**src/rtl/ads1115_scanner.sv**
```systemverilog
// ADS1115 round-robin scanner: per channel it writes the config register, waits for the
// conversion, sets the pointer to the conversion register, reads it and stores the result.
module ads1115_ch_slot (
  input  logic        i_clk,
  input  logic        i_rst_n,
  input  logic        i_wr,
  input  logic [15:0] i_data,
  output logic [15:0] o_data,
  output logic        o_valid
);
  logic [15:0] r_data;
  logic        r_valid;

  always_ff @(posedge i_clk or negedge i_rst_n) begin
    if (!i_rst_n) begin
      r_data  <= '0;
      r_valid <= 1'b0;
    end else if (i_wr) begin
      r_data  <= i_data;
      r_valid <= 1'b1;
    end
  end

  assign o_data  = r_data;
  assign o_valid = r_valid;
endmodule

module ads1115_scanner #(
  parameter int         NUM_CH    = 4,
  parameter logic [6:0] I2C_ADDR  = 7'h48,
  parameter logic [2:0] PGA       = 3'b001,
  parameter logic [2:0] DR        = 3'b100,
  parameter int         CONV_WAIT = 100000,
  parameter int         TIMEOUT   = 1000000
) (
  input  logic                 i_clk,
  input  logic                 i_rst_n,
  input  logic                 i_scan_en,
  input  logic                 i_trigger,
  output logic                 o_cmd_start,
  output logic [6:0]           o_addr_byte_in,
  output logic                 o_read_write,
  output logic [7:0]           o_register_byte_in,
  output logic [15:0]          o_data_byte_in,
  output logic                 o_only_register,
  input  logic                 i_i2c_done,
  input  logic                 i_i2c_nack,
  input  logic [15:0]          i_read_data,
  output logic [16*NUM_CH-1:0] o_ch_data,
  output logic [NUM_CH-1:0]    o_ch_valid,
  output logic                 o_sample_strobe,
  output logic [1:0]           o_cur_ch,
  output logic                 o_err
);
  typedef enum logic [3:0] {
    S_IDLE, S_CFG, S_CFG_W, S_CONV, S_PTR, S_PTR_W, S_RD, S_RD_W, S_STORE, S_ERR
  } state_t;

  typedef struct packed {
    logic        rw;
    logic        only;
    logic [7:0]  ptr;
    logic [15:0] data;
  } i2c_req_t;

  localparam logic [1:0]  LAST_CH = 2'(NUM_CH - 1);
  localparam logic [31:0] CW_LIM  = 32'(CONV_WAIT - 1);
  // Timeout counter starts one cycle after cmd_start, hence the -2.
  localparam logic [31:0] TO_LIM  = 32'(TIMEOUT - 2);

  function automatic i2c_req_t cfg_req(input logic [1:0] ch);
    cfg_req = '{rw: 1'b0, only: 1'b0, ptr: 8'h01,
                data: {1'b1, 1'b1, ch, PGA, 1'b1, DR, 3'b000, 2'b11}};
  endfunction

  state_t      r_state;
  i2c_req_t    r_req;
  logic        r_cmd_start;
  logic        r_strobe;
  logic        r_err;
  logic        r_pass;
  logic [1:0]  r_cur_ch;
  logic [31:0] r_cnt;

  logic        w_last;
  logic [1:0]  w_nxt;
  logic        w_store;
  logic [NUM_CH-1:0]       w_wr;
  logic [NUM_CH-1:0][15:0] w_ch_data;

  assign w_last  = (r_cur_ch == LAST_CH);
  assign w_nxt   = r_cur_ch + 2'd1;
  assign w_store = (r_state == S_RD_W) && i_i2c_done && !i_i2c_nack;

  always_ff @(posedge i_clk or negedge i_rst_n) begin
    if (!i_rst_n) begin
      r_state     <= S_IDLE;
      r_req       <= '0;
      r_cmd_start <= 1'b0;
      r_strobe    <= 1'b0;
      r_err       <= 1'b0;
      r_pass      <= 1'b0;
      r_cur_ch    <= 2'd0;
      r_cnt       <= '0;
    end else begin
      r_cmd_start <= 1'b0;
      r_strobe    <= 1'b0;
      case (r_state)
        S_IDLE:
          if (i_scan_en || i_trigger) begin
            r_state     <= S_CFG;
            r_cur_ch    <= 2'd0;
            r_pass      <= i_trigger;
            r_req       <= cfg_req(2'd0);
            r_cmd_start <= 1'b1;
          end
        S_CFG, S_PTR, S_RD: begin
          r_state <= (r_state == S_CFG) ? S_CFG_W : (r_state == S_PTR) ? S_PTR_W : S_RD_W;
          r_cnt   <= '0;
        end
        S_CFG_W, S_PTR_W, S_RD_W:
          if (i_i2c_done) begin
            if (i_i2c_nack) begin
              r_state <= S_ERR;
              r_err   <= 1'b1;
            end else if (r_state == S_CFG_W) begin
              r_state <= S_CONV;
              r_cnt   <= '0;
            end else if (r_state == S_PTR_W) begin
              r_state     <= S_RD;
              r_req       <= '{rw: 1'b1, only: 1'b0, ptr: 8'h00, data: r_req.data};
              r_cmd_start <= 1'b1;
            end else begin
              r_state  <= S_STORE;
              r_strobe <= 1'b1;
              r_err    <= 1'b0;
            end
          end else if (r_cnt == TO_LIM) begin
            r_state <= S_ERR;
            r_err   <= 1'b1;
          end else begin
            r_cnt <= r_cnt + 32'd1;
          end
        S_CONV:
          if (r_cnt == CW_LIM) begin
            r_state     <= S_PTR;
            r_req       <= '{rw: 1'b0, only: 1'b1, ptr: 8'h00, data: r_req.data};
            r_cmd_start <= 1'b1;
          end else begin
            r_cnt <= r_cnt + 32'd1;
          end
        S_STORE, S_ERR:
          // A triggered pass keeps going after scan_en drops; otherwise stop after this channel.
          if (!w_last && (i_scan_en || r_pass)) begin
            r_state     <= S_CFG;
            r_cur_ch    <= w_nxt;
            r_req       <= cfg_req(w_nxt);
            r_cmd_start <= 1'b1;
          end else if (w_last && i_scan_en) begin
            r_state     <= S_CFG;
            r_cur_ch    <= 2'd0;
            r_pass      <= 1'b0;
            r_req       <= cfg_req(2'd0);
            r_cmd_start <= 1'b1;
          end else begin
            r_state <= S_IDLE;
            r_pass  <= 1'b0;
          end
        default: r_state <= S_IDLE;
      endcase
    end
  end

  for (genvar k = 0; k < NUM_CH; k++) begin : g_ch
    assign w_wr[k] = w_store && (r_cur_ch == 2'(k));
    ads1115_ch_slot u_slot (
      .i_clk   (i_clk),
      .i_rst_n (i_rst_n),
      .i_wr    (w_wr[k]),
      .i_data  (i_read_data),
      .o_data  (w_ch_data[k]),
      .o_valid (o_ch_valid[k])
    );
  end

  assign o_ch_data          = w_ch_data;
  assign o_cmd_start        = r_cmd_start;
  assign o_addr_byte_in     = I2C_ADDR;
  assign o_read_write       = r_req.rw;
  assign o_register_byte_in = r_req.ptr;
  assign o_data_byte_in     = r_req.data;
  assign o_only_register    = r_req.only;
  assign o_sample_strobe    = r_strobe;
  assign o_cur_ch           = r_cur_ch;
  assign o_err              = r_err;
endmodule

```
**config.mk**
```make
export PLATFORM = sky130hd
export DESIGN_NAME = ads1115_scanner
export DESIGN_NICKNAME = d
export VERILOG_FILES = /design/src/rtl/ads1115_scanner.sv
export SDC_FILE = /design/constraint.sdc
export NUM_CORES = 1
export LEC_CHECK = 0
export BUFFER_PORTS_ARGS = -buffer_cell sky130_fd_sc_hd__buf_4
export CORE_ASPECT_RATIO = 1.2
export CORE_MARGIN = 8
export CORE_UTILIZATION = 30
export DETAILED_ROUTE_END_ITERATION = 8
export MAX_ROUTING_LAYER = met4
export PLACE_DENSITY = 0.56
export SYNTH_ARGS = -nofsm -noshare
export SYNTH_HDL_FRONTEND = slang
export SYNTH_SLANG_ARGS = --single-unit
```
**constraint.sdc**
```tcl
create_clock -name i_clk -period 6.9 [get_ports i_clk]
set_input_delay 0.345 -clock i_clk [delete_from_list [all_inputs] [get_ports i_clk]]
set_output_delay 0.345 -clock i_clk [all_outputs]
set_load 0.02 [all_outputs]
```
==> results of run 1 <==
[kinds of logic after synthesis]
family,share of synthesized area
DFF,0.503
buffers and inverters,0.0722
AOI/OAI and AO/OA,0.119
other,0.00130
muxes,0.133
adders and majority gates,0.0130
and+or+nand+nor,0.159
[registers in the layout, summed over array words and instances (netlist names), 2 cells and up]
| signal | flops |
|---|---|
| g_ch.u_slot.o_data | 64 |
| r_cnt | 32 |
| g_ch.u_slot.o_valid | 4 |
| r_state | 4 |
| o_data_byte_in | 3 |
| o_cur_ch | 2 |
[synth_stat cells (all sizes together) (3+ instances only)]
| cell type | n |
|---|---|
| a211oi | 3 |
| a21o | 5 |
| a21oi | 26 |
| a31oi | 6 |
| and2 | 7 |
| buf | 36 |
| clkbuf | 16 |
| dfrtp | 116 |
| ha | 6 |
| inv | 25 |
| mux2 | 65 |
| mux2i | 3 |
| nand2 | 35 |
| nand2b | 10 |
| nand3 | 17 |
| nand4 | 16 |
| nor2 | 18 |
| nor2b | 6 |
| nor3 | 12 |
| nor4 | 22 |
| o211ai | 5 |
| o21ai | 30 |
| o21bai | 3 |
| o22ai | 6 |
| o31ai | 7 |
| or3 | 8 |
| or4 | 3 |
[final timing paths]
path                                   startpoint                        to
setup / recovery                       r_state[2]                r_state[0]
hold / removal                          i_trigger                    r_pass
setup reg to reg                       r_state[2]                r_state[0]
hold reg to reg            g_ch[3].u_slot.o_valid    g_ch[3].u_slot.o_valid
max in group asynchronous                 i_rst_n                 r_cnt[28]
min in group asynchronous                 i_rst_n  g_ch[1].u_slot.o_data[6]
[layer usage]
| metal | vias to the layer above | global-route usage |
|---|---|---|
| met1 | 2233 | 0.156 |
| met3 | 24 | 0.0337 |
| li1 | 2118 | - |
| met5 | - | - |
| met4 | 0 | 0.0509 |
| met2 | 177 | 0.215 |
[power groups by stage]
stage               logic [mW]  clock network (mW)  registers [mW]
detailed placement        1.05                   0           0.988
CTS                       1.06               0.926           0.978
global route              1.14               0.956            1.00
floorplan                0.528                   0            1.11
global placement          1.04                   0           0.981
finish                    1.04               0.905           0.977
[tightest hold or removal path: stages]
cell     delay, ps
buf_4           90
nand2_1         40
nand2_1         40
[stage by stage]
stage	cells	utilization	worst slack [ps]	cell area, sq um	total power [mW]
after floorplan	559	-	4720	5840	1.64
after global placement	871	0.353	4040	6660	2.02
after detailed placement	871	0.353	3830	6660	2.04
after CTS	904	0.386	3810	7280	2.96
after global routing	904	0.386	3470	7280	3.10
final	904	0.386	3790	7280	2.93
[cell type report]
| cell class | instances | area, sq um | area share |
|---|---|---|---|
| Inverter | 25 | 93.8 | 0.0129 |
| Multi-Input combinational cell | 366 | 2530 | 0.348 |
| Clock buffer | 18 | 429 | 0.0590 |
| Sequential cell | 116 | 2900 | 0.399 |
| Tap cell | 256 | 320 | 0.0440 |
| Timing Repair Buffer | 109 | 821 | 0.113 |
| Clock inverter | 14 | 179 | 0.0246 |
==> impl_metrics.yaml, run 1 <==
logic_synthesis:
  syn_avg_cell_area_sq_um: 10.7
  synth.area.top_cells: "dfrtp_1 50%, mux2_2 12%, buf_4 4.0%"
  synth_seq_area_share: 0.503
  yosys_most_used_dff: "dfrtp_1"
  ys_types: 59
  ys_seq_elements: 116
  syn_inst: 540
  yosysTopAreaCellShare: 0.503
  async_reset_ff_frac: 1.00
  yosys.area.top_type: "dfrtp_1"
  synth_edf_count: 0
  synth_area_sq_um: 5770
  yosys_warnings: 0
timing:
  rsz0062_at_grt: "false"
  slew_headroom: 0.187
  hold_violations: 0
  drv_slew: 0
  final-setup-viol-count: 0
  hold_slack_ps: 143
  tns_ps: 0
  finalCritPeriodShare: 0.450
  worstMarginPinSlew_ps: 1220
  fmax_mhz: 322
  fin_crit_ps: 3110
  fin_skew_ps: 10.7
cts:
  postCtsHoldBufs: 1
  cts_resized: 0
  cts-buffers-inserted: 17
  post-cts-setup-buffers: 0
  htreeDepth: 4
  cts-root-buf: "clkbuf_16"
  cts_tree: "done"
  clk_latency_ps: 410
  cts.sinks: 116
  cts.clk_slew.worst_paths_ps: 60
  clockBufferDepth: 2
power_and_ir_drop:
  ir_drop_mv: 0.184
  pwr-share-comb: 0.357
  power_switching_mw: 1.08
  leakage_nw: 3.33
  powerDensity_nw_per_um2: 402
  switching_share: 0.369
  internal_power_mw: 1.85
  pwr-share-seq: 0.334
  pwr-share-clk: 0.309
final_layout:
  layout.nets: 663
  num-fill-cells: 1868
  antenna_cells: 0
  final_cell_mix: "116 x dfrtp_1, 108 x buf_4, 64 x mux2_2"
  syn_to_final_growth_pct: 26.2
  drive_gt1_frac: 0.330
  final_common_cell: "dfrtp_1"
setup_path:
  cp.depth: 5
  r2r_cells: 5
  cpMaxStageDelayCell: "nand2_1"
  path_max_fanout: 34
  crit_arrival_ps: 3440
  path_cells: "nor2b_1 > o21ai_1 > nand2_1 > a211oi_1 > mux2i_1"
  critical_path.max_stage_delay_ps: 860
  worst-path-buf-inv: 0
  critPathCaptureType: "register"
  r2r_slack_ps: 3790
  cp_top_family: "compound AO/OA/AOI/OAI gates"
  worstSetupPathType: "register to register"
  critPathLaunchType: "register"
  cp.required_ps: 7230
floorplanning:
  rows: 55
  initial_core_util: 0.306
  dieArea_sq_um: 23900
  core-area_sq_um: 18900
  die_y_um: 168
  die_w_um: 143
  io_pins: 128
worst_hold_path:
  hold_class: "input pin to register"
  whs_path_depth: 3
drt:
  first_pass_iters: 7
  m1WireLength_um: 6510
  ant_nets: 0
  totalWireLength_um: 15200
  wl_met3_um: 987
  vias: 4552
  dr_wl_met2_um: 7470
  wl_per_cell_um: 16.8
  first_iter_violations: 384
  drc: 0
  viasPerCell: 5.04
  top_layer_used: "met4"
job:
  cap_violations: 0
global_routing:
  grt_overflow: 0
  grt_max_degree: 82
  grt_pass1_wl_um: 24800
  track_usage: 0.133
  grt_pass1_vias: 4628
  antenna_found_initial: 0
placement:
  place.gp.congestion: 0.884
  portBuffers: 106
  hpwl_um: 11000
run_status:
  status: "completed"
No activity file was read; power rests on OpenSTA's default activity.
==> run 2: changes to the inputs <==
Settings changed: ABC_AREA set to 1.
Clock period 6.9 ns to 3.09 ns, I/O delays scaled along.
==> run 2 against run 1 <==
  * Total power grew 94%
  * Register-to-register slack lost 2800 ps
  * Sequential power grew 95%
  * Critical path depth grew 1
  * Non-clock buffer count grew 1
  * Largest cell class unchanged
==> impl_metrics.yaml, run 2 <==
placement:
  place.gp.congestion: 0.867
  post-place-ws_ps: 895
  portBuffers: 106
  placed_cell_area_sq_um: 6980
  hpwl_um: 12900
global_routing:
  grt_pass1_vias: 5305
  track_usage: 0.145
  grt_overflow: 0
  grt_pass1_wl_um: 27900
  grt_max_degree: 58
  antenna_found_initial: 0
drt:
  drc: 0
  vias: 5207
  first_pass_iters: 5
  wl_per_cell_um: 14.5
  totalWireLength_um: 17100
  viasPerCell: 4.41
  first_iter_violations: 296
  ant_nets: 0
setup_path:
  timing.rr.start: "r_state[2]"
  crit_path_start: "r_state[2]"
  critPathCaptureType: "register"
  r2r_slack_ps: 970
  crit_arrival_ps: 2430
  path_max_fanout: 33
  worstSetupPathType: "register to register"
  cp.required_ps: 3400
  critPathLaunchType: "register"
floorplanning:
  rows: 57
  die_y_um: 172
  core-area_sq_um: 20100
  initial_core_util: 0.303
  io_pins: 128
  dieArea_sq_um: 25200
  die_w_um: 146
timing:
  fin_skew_ps: 13.8
  fin_crit_ps: 2120
  finalCritPeriodShare: 0.687
  hold_violations: 0
  rsz0062_at_grt: "false"
  fmax_mhz: 471
  slew_headroom: 0.338
  tns_ps: 0
  worstMarginPinSlew_ps: 991
  fin_ws_ps: 969
  final-setup-viol-count: 0
  drv_slew: 0
logic_synthesis:
  yosys_warnings: 0
  synth_edf_count: 0
  ys_seq_elements: 116
  syn_avg_cell_area_sq_um: 7.54
  async_reset_ff_frac: 1.00
  synth_area_sq_um: 6090
  ys_types: 29
  yosys_most_used_dff: "dfrtp_1"
  yosys.area.top_type: "dfrtp_1"
  yosysTopAreaCellShare: 0.476
  synth.area.top_cells: "dfrtp_1 48%, nand2_1 17%, o21ai_0 6.8%"
  syn_inst: 808
  synth_seq_area_share: 0.476
  synth_common_cells: "282 x nand2_1, 116 x dfrtp_1, 87 x inv_1"
  yosysMostFrequentCell: "nand2_1"
cts:
  post-cts-setup-buffers: 0
  clockBufferDepth: 2
  clk_latency_ps: 420
  cts-root-buf: "clkbuf_16"
  cts.sinks: 116
  cts_tree: "done"
  cts.clk_slew.worst_paths_ps: 60
  htreeDepth: 4
  cts-buffers-inserted: 17
worst_hold_path:
  hold_class: "input pin to register"
  hold_start: "i_trigger"
run_status:
  status: "completed"
final_layout:
  syn_to_final_growth_pct: 25.1
  largest_reg_flops: 64
  antenna_cells: 0
  stdcell_area_sq_um: 7620
  final_common_cell: "nand2_1"
  layout.nets: 934
  final_cell_mix: "282 x nand2_1, 116 x dfrtp_1, 109 x buf_4"
  drive_gt1_frac: 0.184
power_and_ir_drop:
  ir_drop_mv: 0.430
  leakage_nw: 3.91
  powerDensity_nw_per_um2: 743
job:
  cap_violations: 0
==> run 2: cell types whose count changed in the layout (fill, tap and decap cells not counted), moves of 12 or more <==
cell | previous run | this run
nor2_2 | 0 | 12
nand2_1 | 35 | 282
mux2_2 | 64 | 0
inv_1 | 25 | 87
nand3_1 | 17 | 49
nor2_1 | 18 | 62
o21ai_0 | 28 | 83
nor4_1 | 21 | 0
a21oi_1 | 25 | 9
==> run 2: path summary, 6_finish.rpt <==
path,cells past startpoint,to
setup / recovery,6,g_ch[3].u_slot.o_data[10]
max in group asynchronous,3,g_ch[3].u_slot.o_data[15]
hold / removal,3,r_pass
setup reg to reg,6,g_ch[3].u_slot.o_data[10]
min in group asynchronous,2,r_cnt[31]
hold reg to reg,2,g_ch[3].u_slot.o_valid
==> run 2: cell type report <==
| type | instances | area [sq um] |
|---|---|---|
| flip-flops and latches | 116 | 2900 |
| repair buffers | 110 | 828 |
| clock buffers | 21 | 460 |
| clock inverters | 9 | 178 |
| inverters | 92 | 345 |
| well taps | 265 | 332 |
| multi-input cells | 569 | 2580 |
| fillers | 2132 | 12500 |
==> run 2: cells by family (layout without fill, tap and decap cells) <==
logic type | count (synthesis) | after routing | synth area share
compound gates | 96 | 96 | 0.0821
xor+xnor | 3 | 3 | 0.00431
flops | 116 | 116 | 0.476
fa+ha+maj | 6 | 6 | 0.0123
simple gates | 443 | 443 | 0.311
buf+inv | 142 | 232 | 0.113
other cells | 2 | 21 | 0.00123
==> run 2: layer usage <==
metal,vias to the layer above,part of all wire,global-route usage
li1,2671,-,-
met4,0,0.015,0.0502
met1,2369,0.44,0.167
met2,146,0.48,0.230
met5,-,0,-
met3,21,0.072,0.0534
==> run 2: stage by stage <==
stage,hold slack [ps],total power [mW],std cells,utilization
5_1_grt,16.8,6.01,1182,0.379
6_report,14.9,5.66,1182,0.379
2_1_floorplan,-141,3.04,827,-
3_3_place_gp,272,3.55,1151,0.347
3_5_place_dp,268,3.56,1151,0.347
4_1_cts,0.829,5.74,1182,0.379
==> run 2: where the power goes <==
group / switching [mW] / internal, mW
registers: 0.163 / 1.75
logic: 1.07 / 0.524
clock network: 0.698 / 1.46
==> run 2: critical path, cell delays in order (launching register included) <==
cell,delay [ps]
dfrtp_1,410
inv_2,60
nor2_2,180
nand2_2,110
nor2_2,220
nand2_1,620
o21ai_0,420
==> run 2: repair_timing <==
| action | in CTS | in global routing |
|---|---|---|
| gates resized for setup | 0 | 0 |
| endpoints found under the hold margin | 54 | 0 |
| hold buffers | 1 | 0 |
==> run 3: changes to the inputs <==
Settings changed: PLACE_DENSITY 0.56 to 0.58.
Clock period 3.09 ns to 1.8 ns, I/O delays scaled along.
==> run 3 against run 2 <==
  * Cell count up 5.1%
  * Via count rose by 5.1%
  * Clock-buffer cell count stayed put
  * Critical path type unchanged
  * First-iteration DRC count shrank 37%
  * Sequential power rose by 72%
  * Critical endpoint is now r_cnt[20]
  * Critical path depth increased by 4
  * Wire length up 4.9%
  * Utilization grew 3.0 points
  * Register-to-register slack worse by 920 ps
==> impl_metrics.yaml, run 3 (synthesis gave the netlist of run 2 again) <==
run_status:
  status: "completed"
global_routing:
  gr-usage-met1: 0.162
  grtUsageMet3: 0.0542
  grt_pass1_wl_um: 28700
  track_usage: 0.149
  grt_pass1_vias: 5632
  antenna_found_initial: 0
  met2_usage: 0.251
  grt_overflow: 0
  grt_max_degree: 38
  grt-busiest-layer: "met2"
drt:
  viasPerCell: 4.40
  ant_nets: 0
  first_pass_iters: 7
  vias: 5471
  totalWireLength_um: 18000
  drc: 0
  first_iter_violations: 187
  wl_per_cell_um: 14.5
timing:
  hold_violations: 0
  fmax_mhz: 573
  fin_crit_ps: 1750
  fin_ws_ps: 53.4
  final-setup-viol-count: 0
  drv_slew: 0
  fin_skew_ps: 6.38
  slew_headroom: 0.653
  rsz0062_at_grt: "true"
  finalCritPeriodShare: 0.970
  worstMarginPinSlew_ps: 520
final_layout:
  antenna_cells: 0
  num-fill-cells: 2084
  fin_util: 0.409
  stdcell_area_sq_um: 8220
  largest_reg_flops: 64
  drive_gt1_frac: 0.254
  final_cell_mix: "272 x nand2_1, 157 x buf_4, 112 x dfrtp_1"
  layout.nets: 992
  syn_to_final_growth_pct: 34.8
  final_common_cell: "nand2_1"
cts:
  clk_latency_ps: 410
  cts-root-buf: "clkbuf_16"
  htreeDepth: 4
  clockBufferDepth: 2
  cts-buffers-inserted: 17
  cts_tree: "done"
  cts.sinks: 116
  cts.clk_slew.worst_paths_ps: 60
placement:
  placed_cell_area_sq_um: 7400
  place.gp.congestion: 0.852
  hpwl_um: 13500
  post-place-ws_ps: 28.8
  portBuffers: 106
power_and_ir_drop:
  leakage_nw: 4.24
  ir_drop_mv: 0.729
  powerDensity_nw_per_um2: 1250
floorplanning:
  dieArea_sq_um: 25200
  die_w_um: 146
  rows: 57
  io_pins: 128
  initial_core_util: 0.303
  core-area_sq_um: 20100
  die_y_um: 172
setup_path:
  cp_top_family: "simple AND/OR/NAND/NOR gates"
  r2r_cells: 10
  crit_arrival_ps: 2090
  cp.depth: 10
  worstSetupPathType: "register to register"
  critical_path.max_stage_delay_ps: 390
  crit_end: "r_cnt[20]"
  crit_path_start: "r_cnt[1]"
  path_max_fanout: 7
  r2r-end: "r_cnt[20]"
  timing.rr.start: "r_cnt[1]"
  worst-path-buf-inv: 1
  critPathLaunchType: "register"
  cpMaxStageDelayCell: "dfrtp_1"
  cp.required_ps: 2150
  r2r_slack_ps: 50
  critPathCaptureType: "register"
  cp_common_cell: "nand2_2"
  path_cells: "ha_2 > nand2_2 > nor2_4 > nand2_2 > nor2_4 > nand3_4 > nand3_4 > clkbuf_16 > nand2_2 > nand2_1"
worst_hold_path:
  hold_class: "input pin to register"
job:
  cap_violations: 0
-- run 3: cell count changes in the layout (fill, tap and decap cells not counted), moves of 3 or more --
cell / before / now
buf_12: 0 / 5
buf_4: 109 / 157
dfrtp_1: 116 / 112
dfrtp_2: 0 / 4
nand2_1: 282 / 272
nand2_2: 7 / 17
nor2_1: 62 / 59
nor2_2: 12 / 9
nor2_4: 2 / 8
-- run 3: stage by stage --
step | setup TNS (ps) | hold slack (ps) | power [mW] | cells
global placement | 0 | 100 | 6.43 | 1201
floorplan | 0 | -206 | 5.22 | 827
finish | 0 | 14.2 | 10.3 | 1242
CTS | 0 | 5.39 | 10.0 | 1236
global route | -168 | 4.55 | 10.8 | 1242
detailed placement | 0 | 102 | 6.45 | 1201
-- run 3: how the worst min path moves through the flow --
stage,startpoint,endpoint,cells after the start
finish,i_read_data[12],g_ch[1].u_slot.o_data[12],3
global route,i_read_data[12],g_ch[1].u_slot.o_data[12],3
CTS,i_read_data[12],g_ch[1].u_slot.o_data[12],3
detailed placement,i_rst_n,r_cnt[29],1
global placement,i_rst_n,r_cnt[29],1
floorplan,i_rst_n,g_ch[0].u_slot.o_data[0],0
-- run 3: what timing repair did --
item                                    4_1_cts  5_1_grt
endpoints found under the setup margin        0       54
buffers inserted                              0        3
hold buffers                                  3        0
resized for setup                             0       27
hold endpoints to repair                     38        0
-- run 3: routing by layer --
| layer | part of all wire | up-vias |
|---|---|---|
| met1 | 0.42 | 2506 |
| li1 | - | 2795 |
| met4 | 0.016 | 0 |
| met3 | 0.066 | 23 |
| met5 | 0 | - |
| met2 | 0.50 | 147 |
-- run 3: layout make-up --
class                   count  area [sq um]  share of cell area
repair buffers            168          1370               0.167
clock inverters            11           150              0.0183
inverters                  92           345              0.0420
multi-input cells         569          2650               0.323
clock buffers              21           460              0.0560
well taps                 265           332              0.0403
flip-flops and latches    116          2910               0.354
-- run 3: worst register-to-register path, stage by stage (launching register included) --
cell	delay, ps
dfrtp_1	390
ha_2	230
nand2_2	90
nor2_4	120
nand2_2	80
nor2_4	160
nand3_4	120
nand3_4	180
clkbuf_16	210
nand2_2	50
nand2_1	60
-- run 3: report_power, final --
part	switching, mW	internal [mW]
combinational	2.11	1.41
sequential	0.277	3.00
clock	1.25	2.26
